==> src/rtl/vga_capture.sv <==
// VGA receive front end: rebuilds pixel coordinates from sync edges, tracks timing lock and
// writes one X_SIZE x Y_SIZE window of a frame into a frame-buffer write port on request.
module vga_capture #(
  parameter int X_SIZE      = 128,
  parameter int Y_SIZE      = 96,
  parameter int ADDR_W      = 14,
  parameter int H_ACT_START = 216,
  parameter int H_ACT_LEN   = 800,
  parameter int V_ACT_START = 27,
  parameter int V_ACT_LEN   = 600,
  parameter int LOCK_FRAMES = 2
) (
  input  logic              CLK_40M,
  input  logic              RST_N,
  input  logic              HSYNC_IN,
  input  logic              VSYNC_IN,
  input  logic [7:0]        DATA_IN,
  input  logic [15:0]       WIN_X,
  input  logic [15:0]       WIN_Y,
  input  logic              CAP_START,
  output logic              WR_EN,
  output logic [ADDR_W-1:0] WR_ADDR,
  output logic [7:0]        WR_DATA,
  output logic              CAP_BUSY,
  output logic              CAP_DONE,
  output logic              CAP_ERR,
  output logic              LOCKED
);

  localparam logic [2:0] ST_IDLE    = 3'd0;
  localparam logic [2:0] ST_ARMED   = 3'd1;
  localparam logic [2:0] ST_CAPTURE = 3'd2;
  localparam logic [2:0] ST_DONE    = 3'd3;
  localparam logic [2:0] ST_ERR     = 3'd4;

  localparam logic [ADDR_W-1:0] LAST_ADDR = ADDR_W'(X_SIZE * Y_SIZE - 1);
  localparam logic [16:0]       H_END     = 17'(H_ACT_START + H_ACT_LEN);
  localparam logic [16:0]       V_END     = 17'(V_ACT_START + V_ACT_LEN);
  localparam logic [7:0]        LOCK_N    = 8'(LOCK_FRAMES);

  logic       hs_r, vs_r, hs_p, vs_p;
  logic [7:0] data_r;

  // NOTE: sequential state uses non-blocking assignments so every register sees pre-edge values.
  always_ff @(posedge CLK_40M or negedge RST_N) begin
    if (!RST_N) begin
      hs_r   <= 1'b0;
      vs_r   <= 1'b0;
      hs_p   <= 1'b0;
      vs_p   <= 1'b0;
      data_r <= 8'd0;
    end else begin
      hs_r   <= HSYNC_IN;
      vs_r   <= VSYNC_IN;
      hs_p   <= hs_r;
      vs_p   <= vs_r;
      data_r <= DATA_IN;
    end
  end

  logic hs_fall, vs_fall;
  assign hs_fall = hs_p & ~hs_r;
  assign vs_fall = vs_p & ~vs_r;

  // h_nx/v_nx are the coordinates of the pixel currently held in data_r.
  logic [15:0] hcnt, vcnt, h_nx, v_nx;
  assign h_nx = hs_fall ? 16'd0 : ((hcnt == 16'hFFFF) ? hcnt : hcnt + 16'd1);
  assign v_nx = vs_fall ? 16'd0 :
                hs_fall ? ((vcnt == 16'hFFFF) ? vcnt : vcnt + 16'd1) : vcnt;

  always_ff @(posedge CLK_40M or negedge RST_N) begin
    if (!RST_N) begin
      hcnt <= 16'd0;
      vcnt <= 16'd0;
    end else begin
      hcnt <= h_nx;
      vcnt <= v_nx;
    end
  end

  // Lock tracking: lengths are one more than the final count of the line/frame just ended.
  logic [16:0] line_len, frame_len, prev_len, prev_lines;
  logic        prev_len_vld, prev_lines_vld, frame_ok, line_bad, frame_bad;
  logic [7:0]  match_cnt, cnt_inc;

  assign line_len  = {1'b0, hcnt} + 17'd1;
  assign frame_len = {1'b0, vcnt} + 17'd1;
  assign line_bad  = hs_fall && !(prev_len_vld && (line_len == prev_len));
  assign frame_bad = vs_fall && !(prev_lines_vld && (frame_len == prev_lines) && frame_ok && !line_bad);
  assign cnt_inc   = (match_cnt == LOCK_N) ? match_cnt : match_cnt + 8'd1;

  always_ff @(posedge CLK_40M or negedge RST_N) begin
    if (!RST_N) begin
      prev_len       <= 17'd0;
      prev_len_vld   <= 1'b0;
      prev_lines     <= 17'd0;
      prev_lines_vld <= 1'b0;
      frame_ok       <= 1'b0;
      match_cnt      <= 8'd0;
      LOCKED         <= 1'b0;
    end else begin
      if (hs_fall) begin
        prev_len     <= line_len;
        prev_len_vld <= 1'b1;
      end
      if (vs_fall) begin
        prev_lines     <= frame_len;
        prev_lines_vld <= 1'b1;
        frame_ok       <= 1'b1;
      end else if (line_bad) begin
        frame_ok <= 1'b0;
      end
      if (line_bad || frame_bad) begin
        match_cnt <= 8'd0;
        LOCKED    <= 1'b0;
      end else if (vs_fall) begin
        match_cnt <= cnt_inc;
        if (cnt_inc >= LOCK_N) LOCKED <= 1'b1;
      end
    end
  end

  // Window test is unsigned on full width, so a window past the active area simply never hits.
  logic [15:0]       wx, wy, ax, ay, dx, dy;
  logic              h_act, v_act, in_win, wr_go;
  logic [ADDR_W-1:0] win_addr;
  logic [2:0]        state;

  assign h_act    = (h_nx >= 16'(H_ACT_START)) && ({1'b0, h_nx} < H_END);
  assign v_act    = (v_nx >= 16'(V_ACT_START)) && ({1'b0, v_nx} < V_END);
  assign ax       = h_nx - 16'(H_ACT_START);
  assign ay       = v_nx - 16'(V_ACT_START);
  assign dx       = ax - wx;
  assign dy       = ay - wy;
  assign in_win   = h_act && v_act && (ax >= wx) && (dx < 16'(X_SIZE)) &&
                    (ay >= wy) && (dy < 16'(Y_SIZE));
  assign win_addr = ADDR_W'(32'(dy) * 32'(X_SIZE) + 32'(dx));
  assign wr_go    = (state == ST_CAPTURE) && LOCKED && in_win;

  always_ff @(posedge CLK_40M or negedge RST_N) begin
    if (!RST_N) begin
      state   <= ST_IDLE;
      wx      <= 16'd0;
      wy      <= 16'd0;
      WR_EN   <= 1'b0;
      WR_ADDR <= '0;
      WR_DATA <= 8'd0;
    end else begin
      WR_EN <= wr_go;
      if (wr_go) begin
        WR_ADDR <= win_addr;
        WR_DATA <= data_r;
      end
      case (state)
        ST_IDLE: if (CAP_START) begin
          wx    <= WIN_X;
          wy    <= WIN_Y;
          state <= ST_ARMED;
        end
        ST_ARMED: if (vs_fall && LOCKED) state <= ST_CAPTURE;
        ST_CAPTURE: begin
          if (WR_EN && (WR_ADDR == LAST_ADDR)) state <= ST_DONE;
          else if (vs_fall || !LOCKED)         state <= ST_ERR;
        end
        default: state <= ST_IDLE;
      endcase
    end
  end

  assign CAP_BUSY = (state == ST_ARMED) || (state == ST_CAPTURE);
  assign CAP_DONE = (state == ST_DONE);
  assign CAP_ERR  = (state == ST_ERR);

endmodule

==> config.mk <==
export PLATFORM = sky130hd
export DESIGN_NAME = vga_capture
export DESIGN_NICKNAME = d
export VERILOG_FILES = /design/src/rtl/vga_capture.sv
export SDC_FILE = /design/constraint.sdc
export NUM_CORES = 1
export LEC_CHECK = 0
export BUFFER_PORTS_ARGS = -buffer_cell sky130_fd_sc_hd__buf_2
export CAP_MARGIN = 0
export CORE_MARGIN = 3
export CORE_UTILIZATION = 62
export DETAILED_ROUTE_END_ITERATION = 8
export PLACE_DENSITY_LB_ADDON = 0.05
export SETUP_SLACK_MARGIN = 0.05
export SYNTH_ARGS = -nofsm -noshare
export SYNTH_HDL_FRONTEND = slang
export SYNTH_SLANG_ARGS = --single-unit
==> constraint.sdc <==
create_clock -name CLK_40M -period 7.3 [get_ports CLK_40M]
set_clock_uncertainty 0.15 [all_clocks]
set_input_delay 1.46 -clock CLK_40M [delete_from_list [all_inputs] [get_ports CLK_40M]]
set_output_delay 1.46 -clock CLK_40M [all_outputs]
set_load 0.01 [all_outputs]
* Word level (Yosys, flattened, before mapping) *
Index checks and enable logic that the tools add are counted.

word-level totals
  bits in registers = 148
  word-level logic and storage cells = 105
  bits of input ports = 45
  output and inout bits = 27

operators by class
  bitwise logic cells = 4
  magnitude comparators = 9
  equality and inequality tests = 13
  reductions and logical operators = 31
  muxes and demuxes = 18
  add/subtract/negate cells = 10

operators by type and width
  operator               number
  $mux 16                5
  $add 16x1->17 const B  2
  $eq 17x17->1           2
  $add 16x1->16 const B  2
  $eq 16x16->1 const B   2
  $ge 16x16->1           2
  $lt 16x10->1 const B   2
  $sub 16x16->16         2
  $mux 8                 3
  $logic_and 1x1->1      17
  $ge 16x5->1 const B    1
  $ge 16x8->1 const B    1
  $lt 16x7->1 const B    1
  $lt 16x8->1 const B    1
  $sub 16x5->16 const B  1
  $sub 16x8->16 const B  1
  $add 14x14->14         1
  $eq 14x14->1 const B   1
  $mux 3                 4
  $pmux 3 s3             1
  $add 8x1->8 const B    1
  $eq 8x2->1 const B     1
  $ge 8x2->1 const B     1
  $eq 3x2->1 const B     2
  13 further kinds       28

* Longest topological paths before layout *
Gate-level depths: netlist (run 1).

  word-level depth = 12
  depth in mapped cells = 26
  mapped depth without buffers = 23

* Least setup slack after synthesis (run 1) *
Ideal clock, no wire load.

  path kind = register to register
  from = register hcnt[1]
  to = register WR_ADDR[2]
  clock period less this slack = 5.631 ns
  cell stages (with the launch flop) = 27
  arrival time = 5.356 ns
  path slack = 1.669 ns
  cell sequence = dfrtp_1 > ha_1 > clkbuf_1 > nand4_1 > nor3_1 > nand2b_1 > clkbuf_1 > buf_1 > a21oi_1 > ha_1 > o21a_1 > a21oi_1 > nand2_1 > o31ai_1 > nand2_1 > ha_1 > nand4_1 > nor2_1 > o31ai_1 > and2_1 > a2111oi_0 > nand4b_1 > nor4_1 > and4_1 > buf_6 > buf_6 > mux2_4

between the ends
  word-level cells in the longest chain between the ends = 11

RTL lines
  element                                                RTL line  RTL
  from (decl)                                            66        logic [15:0] hcnt, vcnt, h_nx, v_nx;
  from (signal assigned)                                 76        hcnt <= h_nx;
  $add 16x1->16 / $eq 16x16->1 (equally long branches)   67        assign h_nx = hs_fall ? 16'd0 : ((hcnt == 16'hFFFF) ? hcnt : hcnt + 16'd1);
  $mux 16 * (2 in a row)                                 67
  via h_nx[3]                                            66
  branches (longest 4 deep; another with $sub 16x8->16)  --
  $logic_and 1x1->1 * (2 in a row)                       135       assign in_win = h_act && v_act && (ax >= wx) && (dx < 16'(X_SIZE)) &&
  $logic_and 1x1->1 *                                    136       (ay >= wy) && (dy < 16'(Y_SIZE));
  $logic_and 1x1->1 *                                    138       assign wr_go = (state == ST_CAPTURE) && LOCKED && in_win;
  to (signal assigned)                                   151       WR_ADDR <= win_addr;
  to (decl)                                              22        output logic [ADDR_W-1:0] WR_ADDR,

Mark *: on every way through the listed nets, which the timed path passes.
A chain may end at the register's enable or synchronous reset.

* Final worst setup path (run 1) *
  from = register hcnt[0]
  to = register WR_DATA[7]

between the ends
  word-level cells in the longest chain between the ends = 11

RTL lines
  element                                                RTL line  RTL
  $add 16x1->16 / $eq 16x16->1 (equally long branches)   67
  $mux 16 * (2 in a row)                                 67
  via h_nx[3]                                            66
  branches (longest 4 deep; another with $sub 16x8->16)  --
  $logic_and 1x1->1 * (2 in a row)                       135
  $logic_and 1x1->1 *                                    136
  $logic_and 1x1->1 *                                    138
  to (signal assigned)                                   152       WR_DATA <= data_r;
  to (decl)                                              23        output logic [7:0] WR_DATA,

Marked as above.

==> results of run 1 <==
power groups by stage:
stage,sequential (mW),clock (mW),combinational [mW]
after floorplan,0.993,0,1.42
after global placement,1.02,0,1.78
after detailed placement,1.03,0,1.80
after CTS,1.01,0.948,1.83
after global routing,1.03,0.981,2.05
final,1.01,0.936,1.85
synth_stat cells (15+ instances only):
cell type	count
a21oi_1	58
a31oi_1	15
clkbuf_1	29
dfrtp_1	148
ha_1	44
inv_1	68
mux2_4	18
nand2_1	122
nand2b_1	15
nand3_1	31
nand4_1	30
nor2_1	56
nor3_1	28
o21ai_0	98
xnor2_1	69
xor2_1	36
how the worst max path moves through the flow:
stage	cells past startpoint	end	start	slack, ns
2_1_floorplan	26	WR_ADDR[2]$_DFFE_PN0P_	hcnt[1]$_DFF_PN0_	1.67
3_3_place_gp	19	WR_ADDR[13]$_DFFE_PN0P_	hcnt[0]$_DFF_PN0_	0.69
3_5_place_dp	20	WR_DATA[7]$_DFFE_PN0P_	hcnt[0]$_DFF_PN0_	0.68
4_1_cts	20	WR_ADDR[13]$_DFFE_PN0P_	hcnt[0]$_DFF_PN0_	0.64
5_1_grt	21	WR_ADDR[13]$_DFFE_PN0P_	hcnt[0]$_DFF_PN0_	0.17
6_report	20	WR_DATA[7]$_DFFE_PN0P_	hcnt[0]$_DFF_PN0_	0.59
logic make-up (layout without fill, tap and decap cells):
kind of cell,Yosys count,after routing,synth area share
adders and majority gates,47,47,0.0621
and+or+nand+nor,369,369,0.196
DFF,148,148,0.377
xor gates and xnor gates,112,112,0.110
AOI/OAI and AO/OA,259,259,0.163
buffers and inverters,122,179,0.0517
muxes,31,31,0.0412
state kept, by name, summed over array words and instances (netlist names), 3 cells and up:
name and count:
wy 16, data_r 8, vcnt 16, hcnt 16, prev_lines 17, WR_ADDR 14, wx 16, state 3
prev_len 17, WR_DATA 8, match_cnt 8
per-layer routing:
layer / global-route usage / vias to the layer above
met5: 0 / -
met4: 0.0776 / 0
met3: 0.0473 / 33
met2: 0.402 / 239
met1: 0.391 / 3794
li1: - / 3964
timing repair:
action,CTS,global route
endpoints found under the setup margin,0,7
setup buffers,0,0
hold buffers,0,0
gates resized for setup,0,1
final cells by class:
class                           count  area [um^2]
Multi-Input combinational cell    818         5630
Fill cell                        1207         4470
Sequential cell                   148         3700
Clock buffer                       17          425
Timing Repair Buffer               79          422
Tap cell                          211          264
Inverter                           68          255
Clock inverter                     15          203
==> metrics.txt, run 1 <==
Slew HR=0.267; Gate power share=0.486; Leakage Power=4.77 nW; Initial Util=0.640; total power=3.80 mW; Inst Count DP=1324; slowest stage cell on the critical path=dfrtp_1; post-route insts no fill=1356; switch share=0.403; Clock transition at path regs=0.06 ns; Fmax=149 MHz; Yosys top cell area share=0.377; CP Capture Type=flip-flop; kind of critical path=reg2reg; Post-DP Area=10300 um^2; GRT Total Usage=0.265; Tcrit/Tclk final=0.920; Remaining DRCs=0; initial antenna violation count=0; number of synthesized flops with an enable pin=0; Pre-antenna DRT Iters=5; flop2flop setup slack=0.59 ns; final worst slack=0.587 ns; TritonCTS clock tree=done; post-synthesis sequential area ratio=0.377; NetSw=1.53 mW; reg2reg end=WR_DATA[7]$_DFFE_PN0P_; vias=8030; Synth area leaders=dfrtp_1, xnor2_1, ha_1; largest area contributor in the netlist=dfrtp_1; most frequent cells in the layout=dfrtp_1, nand2_1, o21ai_0, buf_2, xnor2_1; Max-Cap Viols=0; Synth-to-Final Area Change=10.9%; design area=10900 um^2; CTS Sinks=148; CTS Root Cell=clkbuf_16; dpl ws=0.677 ns; Synth Instances=1088; post-route ant nets=0; Hold Crit Class=reg2reg; CP Cell Sequence=ha_1 > nand4_1 > nor3_1 > nand2b_2 > a21oi_1 > ha_1 > o21a_1 > a21oi_1 > xor2_1 > ha_1 > a21oi_1 > nor2_1 > o21ai_0 > o22ai_1 > nor4_1 > nand4b_1 > nor4_1 > and4_1 > buf_4 > mux2_2; Worst Max-Slew Pin Slew=1.09 ns; CTS max path bufs=2; worst reg2reg startpoint=hcnt[0]$_DFF_PN0_; internal power=2.27 mW; share of layout cells above drive strength 1=0.134; worst stage delay on the critical path=0.55 ns; largest net degree at the start of global routing=94; cell family with most CP delay=simple AND/OR/NAND/NOR gates; CP bufs+invs=1; site row count=45; Final Net Count=1224; met2 wire len=10.3 mm; detailed placement HPWL=16.7 mm; Clock Power Share=0.247; Slew Limit Fails=0; hold endpoint=vs_p$_DFF_PN0_; Setup TNS=0 ns; Syn Area/Cell=9.04 um^2; Max VDD drop=0.000311 V; Seq pwr share=0.267; worst hold start=vs_r$_DFF_PN0_; n_diodes=0; syn_nets=1180; Reg2Reg Depth=20; CP Max Fanout=22; cell area after synthesis=9830 um^2; die width=132 um; DRT iter0 DRCs=610; post-layout util=0.709; Hold Path Stages=0; Clk Latency, worst-skew pair=0.43 ns; final wirelength=22.8 mm; #FFs+latches synth=148; Arr. time, crit path=6.88 ns; core area=15400 um^2; PD cells=348 nW/um^2; M1 WL=11.0 mm; Tmin final=6.71 ns; I/O pin cnt=72; PortBufs=71; cts bufs inserted=17; WHS=0.267 ns; vias in the first global route=7573; Final setup violation count=0; commonest non-fill, non-tap cell in the layout=dfrtp_1; Hold Vio Cnt, Final=0; max layer used=met4; ys async rst share=1.00; grt total ovfl=0; routed len/inst=16.8 um; Vias/cell=5.92; first-pass GRT wire length=37.7 mm; wire length on met3=1.17 mm; unique cell type count in the Yosys netlist=76; Main synth FF type=dfrtp_1; RSZ-0062 raised after global routing=false; CP startpoint kind=flip-flop; H-tree depth=4; Req. time, crit path=7.47 ns; outcome=finished clean; synth warn=0; die height=132 um; die area=17400 um^2; RD Place Congestion=0.933
Power figures use the tool's default switching activity.
==> inputs of run 2 (changes only) <==
--- a/config.mk
+++ b/config.mk
@@ -7,11 +7,14 @@
 export LEC_CHECK = 0
 export BUFFER_PORTS_ARGS = -buffer_cell sky130_fd_sc_hd__buf_2
 export CAP_MARGIN = 0
+export CELL_PAD_IN_SITES_DETAIL_PLACEMENT = 0
+export CELL_PAD_IN_SITES_GLOBAL_PLACEMENT = 2
 export CORE_MARGIN = 3
-export CORE_UTILIZATION = 62
+export CORE_UTILIZATION = 39
 export DETAILED_ROUTE_END_ITERATION = 8
 export PLACE_DENSITY_LB_ADDON = 0.05
 export SETUP_SLACK_MARGIN = 0.05
+export SKIP_LAST_GASP = 1
 export SYNTH_ARGS = -nofsm -noshare
 export SYNTH_HDL_FRONTEND = slang
 export SYNTH_SLANG_ARGS = --single-unit
==> metrics.txt, run 2 (same netlist as run 1, synthesis figures left out) <==
Max-Cap Viols=0; TritonCTS clock tree=done; Synth-to-Final Area Change=12.4%; vias=7945; Final setup violation count=0; Pre-antenna DRT Iters=6; die area=27100 um^2; CTS max path bufs=2; Clock transition at path regs=0.06 ns; Remaining DRCs=0; CTS Sinks=148; Seq pwr share=0.268; I/O pin cnt=72; post-layout util=0.450; Slew HR=0.314; CP Capture Type=flip-flop; Clk Latency, worst-skew pair=0.43 ns; Max VDD drop=0.000230 V; largest net degree at the start of global routing=106; NetSw=1.58 mW; DRT iter0 DRCs=677; total power=3.78 mW; initial antenna violation count=0; filler cell count=2464; H-tree depth=4; commonest non-fill, non-tap cell in the layout=dfrtp_1; Fmax=147 MHz; multi-input logic area=5630 um^2; dpl ws=0.609 ns; GRT Total Usage=0.197; CP Cell Sequence=ha_1 > nand3_1 > nor4_4 > nor2_1 > xnor2_1 > nor2_1 > ha_1 > o211a_2 > nor3_4 > and3_1 > xor2_1 > ha_1 > nand2_1 > o41ai_1 > a211oi_1 > nor4b_1 > nor3_1 > or4_1 > nor4_1 > and4_1 > buf_4 > mux2_4; slowest stage cell on the critical path=nor4_4; CP dominant cell by count=ha_1; number of hold buffers added after cts=0; Vias/cell=5.38; final worst slack=0.510 ns; die width=165 um; post-route insts no fill=1476; Hold Vio Cnt, Final=0; Tcrit/Tclk final=0.930; final wirelength=25.8 mm; Setup TNS=0 ns; first-pass GRT wire length=42.0 mm; flop2flop setup slack=0.51 ns; RD Place Congestion=0.831; Worst Max-Slew Pin Slew=1.03 ns; cell family with most CP delay=simple AND/OR/NAND/NOR gates; Tmin final=6.79 ns; CP bufs+invs=1; PortBufs=71; post-route ant nets=0; Final Net Count=1231; CTS Root Cell=clkbuf_16; worst stage delay on the critical path=0.53 ns; CP Max Fanout=14; internal power=2.20 mW; PD cells=343 nW/um^2; Slew Limit Fails=0; switch share=0.419; n_diodes=0; Inst Count DP=1442; RSZ-0062 raised after global routing=false; cts bufs inserted=17; vias in the first global route=7504; share of layout cells above drive strength 1=0.139; CP startpoint kind=flip-flop; Req. time, crit path=7.46 ns; routed len/inst=17.5 um; Arr. time, crit path=6.95 ns; kind of critical path=reg2reg; die height=165 um; detailed placement HPWL=19.1 mm; Hold Crit Class=reg2reg; largest registers=prev_len x17, prev_lines x17; Leakage Power=4.78 nW; site row count=57; most frequent cells in the layout=dfrtp_1, nand2_1, o21ai_0, buf_2, xnor2_1; Clock Power Share=0.236; Gate power share=0.497; core area=24500 um^2; area taken by flip-flops and latches=3700 um^2; Initial Util=0.401; grt total ovfl=0; outcome=finished clean
## run 2: final cells by class
| cell class | count | area share |
|---|---|---|
| clock buffers | 18 | 0.0398 |
| clock inverters | 14 | 0.0127 |
| inverters | 68 | 0.0231 |
| multi-input cells | 818 | 0.510 |
| flip-flops and latches | 148 | 0.335 |
| well taps | 324 | 0.0367 |
| repair buffers | 86 | 0.0429 |
## run 2: power groups by stage
| stage | logic (mW) | registers (mW) | clock network [mW] |
|---|---|---|---|
| global route | 2.11 | 1.03 | 0.951 |
| finish | 1.88 | 1.01 | 0.892 |
| floorplan | 1.42 | 0.993 | 0 |
| CTS | 1.88 | 1.01 | 0.916 |
| global placement | 1.90 | 1.02 | 0 |
| detailed placement | 1.86 | 1.03 | 0 |
## run 2: repair_timing
action	CTS	global route
buffers inserted	0	2
resized for setup	0	0
endpoints found under the hold margin	0	0
endpoints found under the setup margin	0	1
## run 2: metrics by stage
stage	hold slack, ns	instance area [um^2]
3_5_place_dp	0.251	10500
3_3_place_gp	0.241	10500
5_1_grt	0.278	11000
6_report	0.260	11000
4_1_cts	0.260	11000
2_1_floorplan	0.216	9830
## run 2: worst paths after layout
kind	startpoint	endpoint	cells after the start
max	vcnt[0]$_DFF_PN0_	WR_DATA[2]$_DFFE_PN0P_	22
min	hs_r$_DFF_PN0_	hs_p$_DFF_PN0_	0
max reg2reg	vcnt[0]$_DFF_PN0_	WR_DATA[2]$_DFFE_PN0P_	22
min reg2reg	hs_r$_DFF_PN0_	hs_p$_DFF_PN0_	0
max in group asynchronous	RST_N	WR_ADDR[7]$_DFFE_PN0P_	2
min in group asynchronous	RST_N	prev_len[6]$_DFFE_PN0P_	1
## run 2: per-layer routing
| metal | routed length [um] | global-route usage |
|---|---|---|
| met3 | 826 | 0.0246 |
| met4 | 176 | 0.0423 |
| met5 | 0 | 0 |
| met2 | 11200 | 0.290 |
| met1 | 13600 | 0.307 |
## run 2: worst register-to-register path, stage by stage, from the launching register on
cell and delay (ns):
dfrtp_1 0.50, ha_1 0.33, nand3_1 0.18, nor4_4 0.53
nor2_1 0.35, xnor2_1 0.23, nor2_1 0.13, ha_1 0.26
o211a_2 0.30, nor3_4 0.24, and3_1 0.24, xor2_1 0.09
ha_1 0.39, nand2_1 0.16, o41ai_1 0.45, a211oi_1 0.12
nor4b_1 0.26, nor3_1 0.08, or4_1 0.46, nor4_1 0.28
and4_1 0.26, buf_4 0.33, mux2_4 0.35
==> inputs of run 3 (changes only) <==
--- a/config.mk
+++ b/config.mk
@@ -13,8 +13,8 @@
 export CORE_UTILIZATION = 39
 export DETAILED_ROUTE_END_ITERATION = 8
 export PLACE_DENSITY_LB_ADDON = 0.05
-export SETUP_SLACK_MARGIN = 0.05
-export SKIP_LAST_GASP = 1
+export RECOVER_POWER = 25
+export SETUP_SLACK_MARGIN = 0.4
 export SYNTH_ARGS = -nofsm -noshare
 export SYNTH_HDL_FRONTEND = slang
 export SYNTH_SLANG_ARGS = --single-unit
==> metrics.txt, run 3 (same netlist as run 1, synthesis figures left out) <==
outcome=finished, violations left; failing checks=max-capacitance violations, max-slew violations; Clk Latency, worst-skew pair=0.43 ns; Leakage Power=4.80 nW; CP Launch Point=hcnt[0]$_DFF_PN0_; final wirelength=25.8 mm; die height=165 um; I/O pin cnt=72; Hold Vio Cnt, Final=0; Inst Count DP=1442; die area=27100 um^2; n_diodes=0; Hold Path Stages=0; cts bufs inserted=17; dpl ws=0.609 ns; Arr. time, crit path=6.55 ns; Max-Cap Viols=2; Reg2Reg Depth=20; Tmin final=6.40 ns; TritonCTS clock tree=done; share of layout cells above drive strength 1=0.142; CP Max Fanout=14; post-layout util=0.452; RSZ-0062 raised after global routing=false; Initial Util=0.401; flop2flop setup slack=0.90 ns; WHS=0.259 ns; CTS max path bufs=2; Fmax=156 MHz; H-tree depth=4; CTS Root Cell=clkbuf_16; DRT iter0 DRCs=760; Post-DP Area=10500 um^2; Req. time, crit path=7.46 ns; reg2reg end=WR_DATA[2]$_DFFE_PN0P_; post-route insts no fill=1480; Setup TNS=0 ns; Tcrit/Tclk final=0.876; number of hold buffers added after cts=0; Remaining DRCs=0; Slew Limit Fails=149; site row count=57; slowest stage cell on the critical path=dfrtp_1; Final setup violation count=0; largest registers=prev_len x17, prev_lines x17; CP startpoint kind=flip-flop; detailed placement HPWL=19.1 mm; first-pass GRT wire length=42.0 mm; Max VDD drop=0.000230 V; core area=24500 um^2; worst stage delay on the critical path=0.55 ns; Slew HR=-2.23; grt total ovfl=0; Synth-to-Final Area Change=12.8%; initial antenna violation count=0; Hold Crit Class=reg2reg; largest net degree at the start of global routing=106; GRT Total Usage=0.197; CP Capture Type=flip-flop; Vias/cell=5.37; total power=3.79 mW; RD Place Congestion=0.831; worst hold start=hs_r$_DFF_PN0_; post-route ant nets=0; kind of critical path=reg2reg; commonest non-fill, non-tap cell in the layout=dfrtp_1; routed len/inst=17.5 um; CTS Sinks=148; PortBufs=71; most frequent cells in the layout=dfrtp_1, nand2_1, o21ai_0, buf_2, xnor2_1; design area=11100 um^2; vias=7948; Clock transition at path regs=0.07 ns; Final Net Count=1235; final worst slack=0.904 ns; hold endpoint=hs_p$_DFF_PN0_; PD cells=341 nW/um^2; worst reg2reg startpoint=hcnt[0]$_DFF_PN0_; vias in the first global route=7504; die width=165 um; Worst Max-Slew Pin Slew=4.84 ns; CP Cell Sequence=ha_1 > nand4_1 > nor3_1 > nand2b_1 > a21oi_1 > ha_1 > o21a_1 > a21oi_1 > xor2_1 > ha_1 > a21oi_1 > nor2_1 > o21ai_0 > o22ai_1 > nor4_1 > nand4b_1 > nor4_1 > and4_1 > buf_4 > mux2_4; Pre-antenna DRT Iters=5
-- run 3: timing repair --
item | 4_1_cts | 5_1_grt
gates resized for setup | 0 | 4
setup buffers | 0 | 6
setup endpoints to repair | 0 | 22
-- run 3: where the power goes --
group / switching, mW / internal [mW] / total, mW
clock: 0.405 / 0.490 / 0.895
sequential: 0.0737 / 0.939 / 1.01
combinational: 1.11 / 0.773 / 1.88
-- run 3: worst max-delay path by stage --
stage	end	cells past startpoint
5_1_grt	wy[7]$_DFFE_PN0P_	1
6_report	WR_DATA[2]$_DFFE_PN0P_	20
3_3_place_gp	WR_DATA[6]$_DFFE_PN0P_	21
4_1_cts	WR_DATA[0]$_DFFE_PN0P_	21
2_1_floorplan	WR_ADDR[2]$_DFFE_PN0P_	26
3_5_place_dp	WR_DATA[2]$_DFFE_PN0P_	21
-- run 3: cell type report --
cell class              instances  area (um^2)
multi-input cells             818         5650
repair buffers                 90          498
clock buffers                  18          439
clock inverters                14          140
flip-flops and latches        148         3700
inverters                      68          255
fillers                      2464        13400
well taps                     324          405
-- run 3: metal layers --
metal | wire (um) | global-route usage | up-vias
met5 | 0 | 0 | -
met4 | 206 | 0.0423 | 0
met3 | 760 | 0.0246 | 14
met2 | 11100 | 0.290 | 126
met1 | 13700 | 0.307 | 3813
li1 | - | - | 3995
-- run 3: critical path, delay by kind of cell, from the launching register on --
family	cells	cell delay [ns]
AO/OA/AOI/OAI	6	1.62
flip-flops	1	0.55
multiplexers	1	0.33
adder cells (fa/ha/maj)	3	1.05
AND/OR/NAND/NOR	8	2.06
buffers and inverters	1	0.32
XOR/XNOR	1	0.18
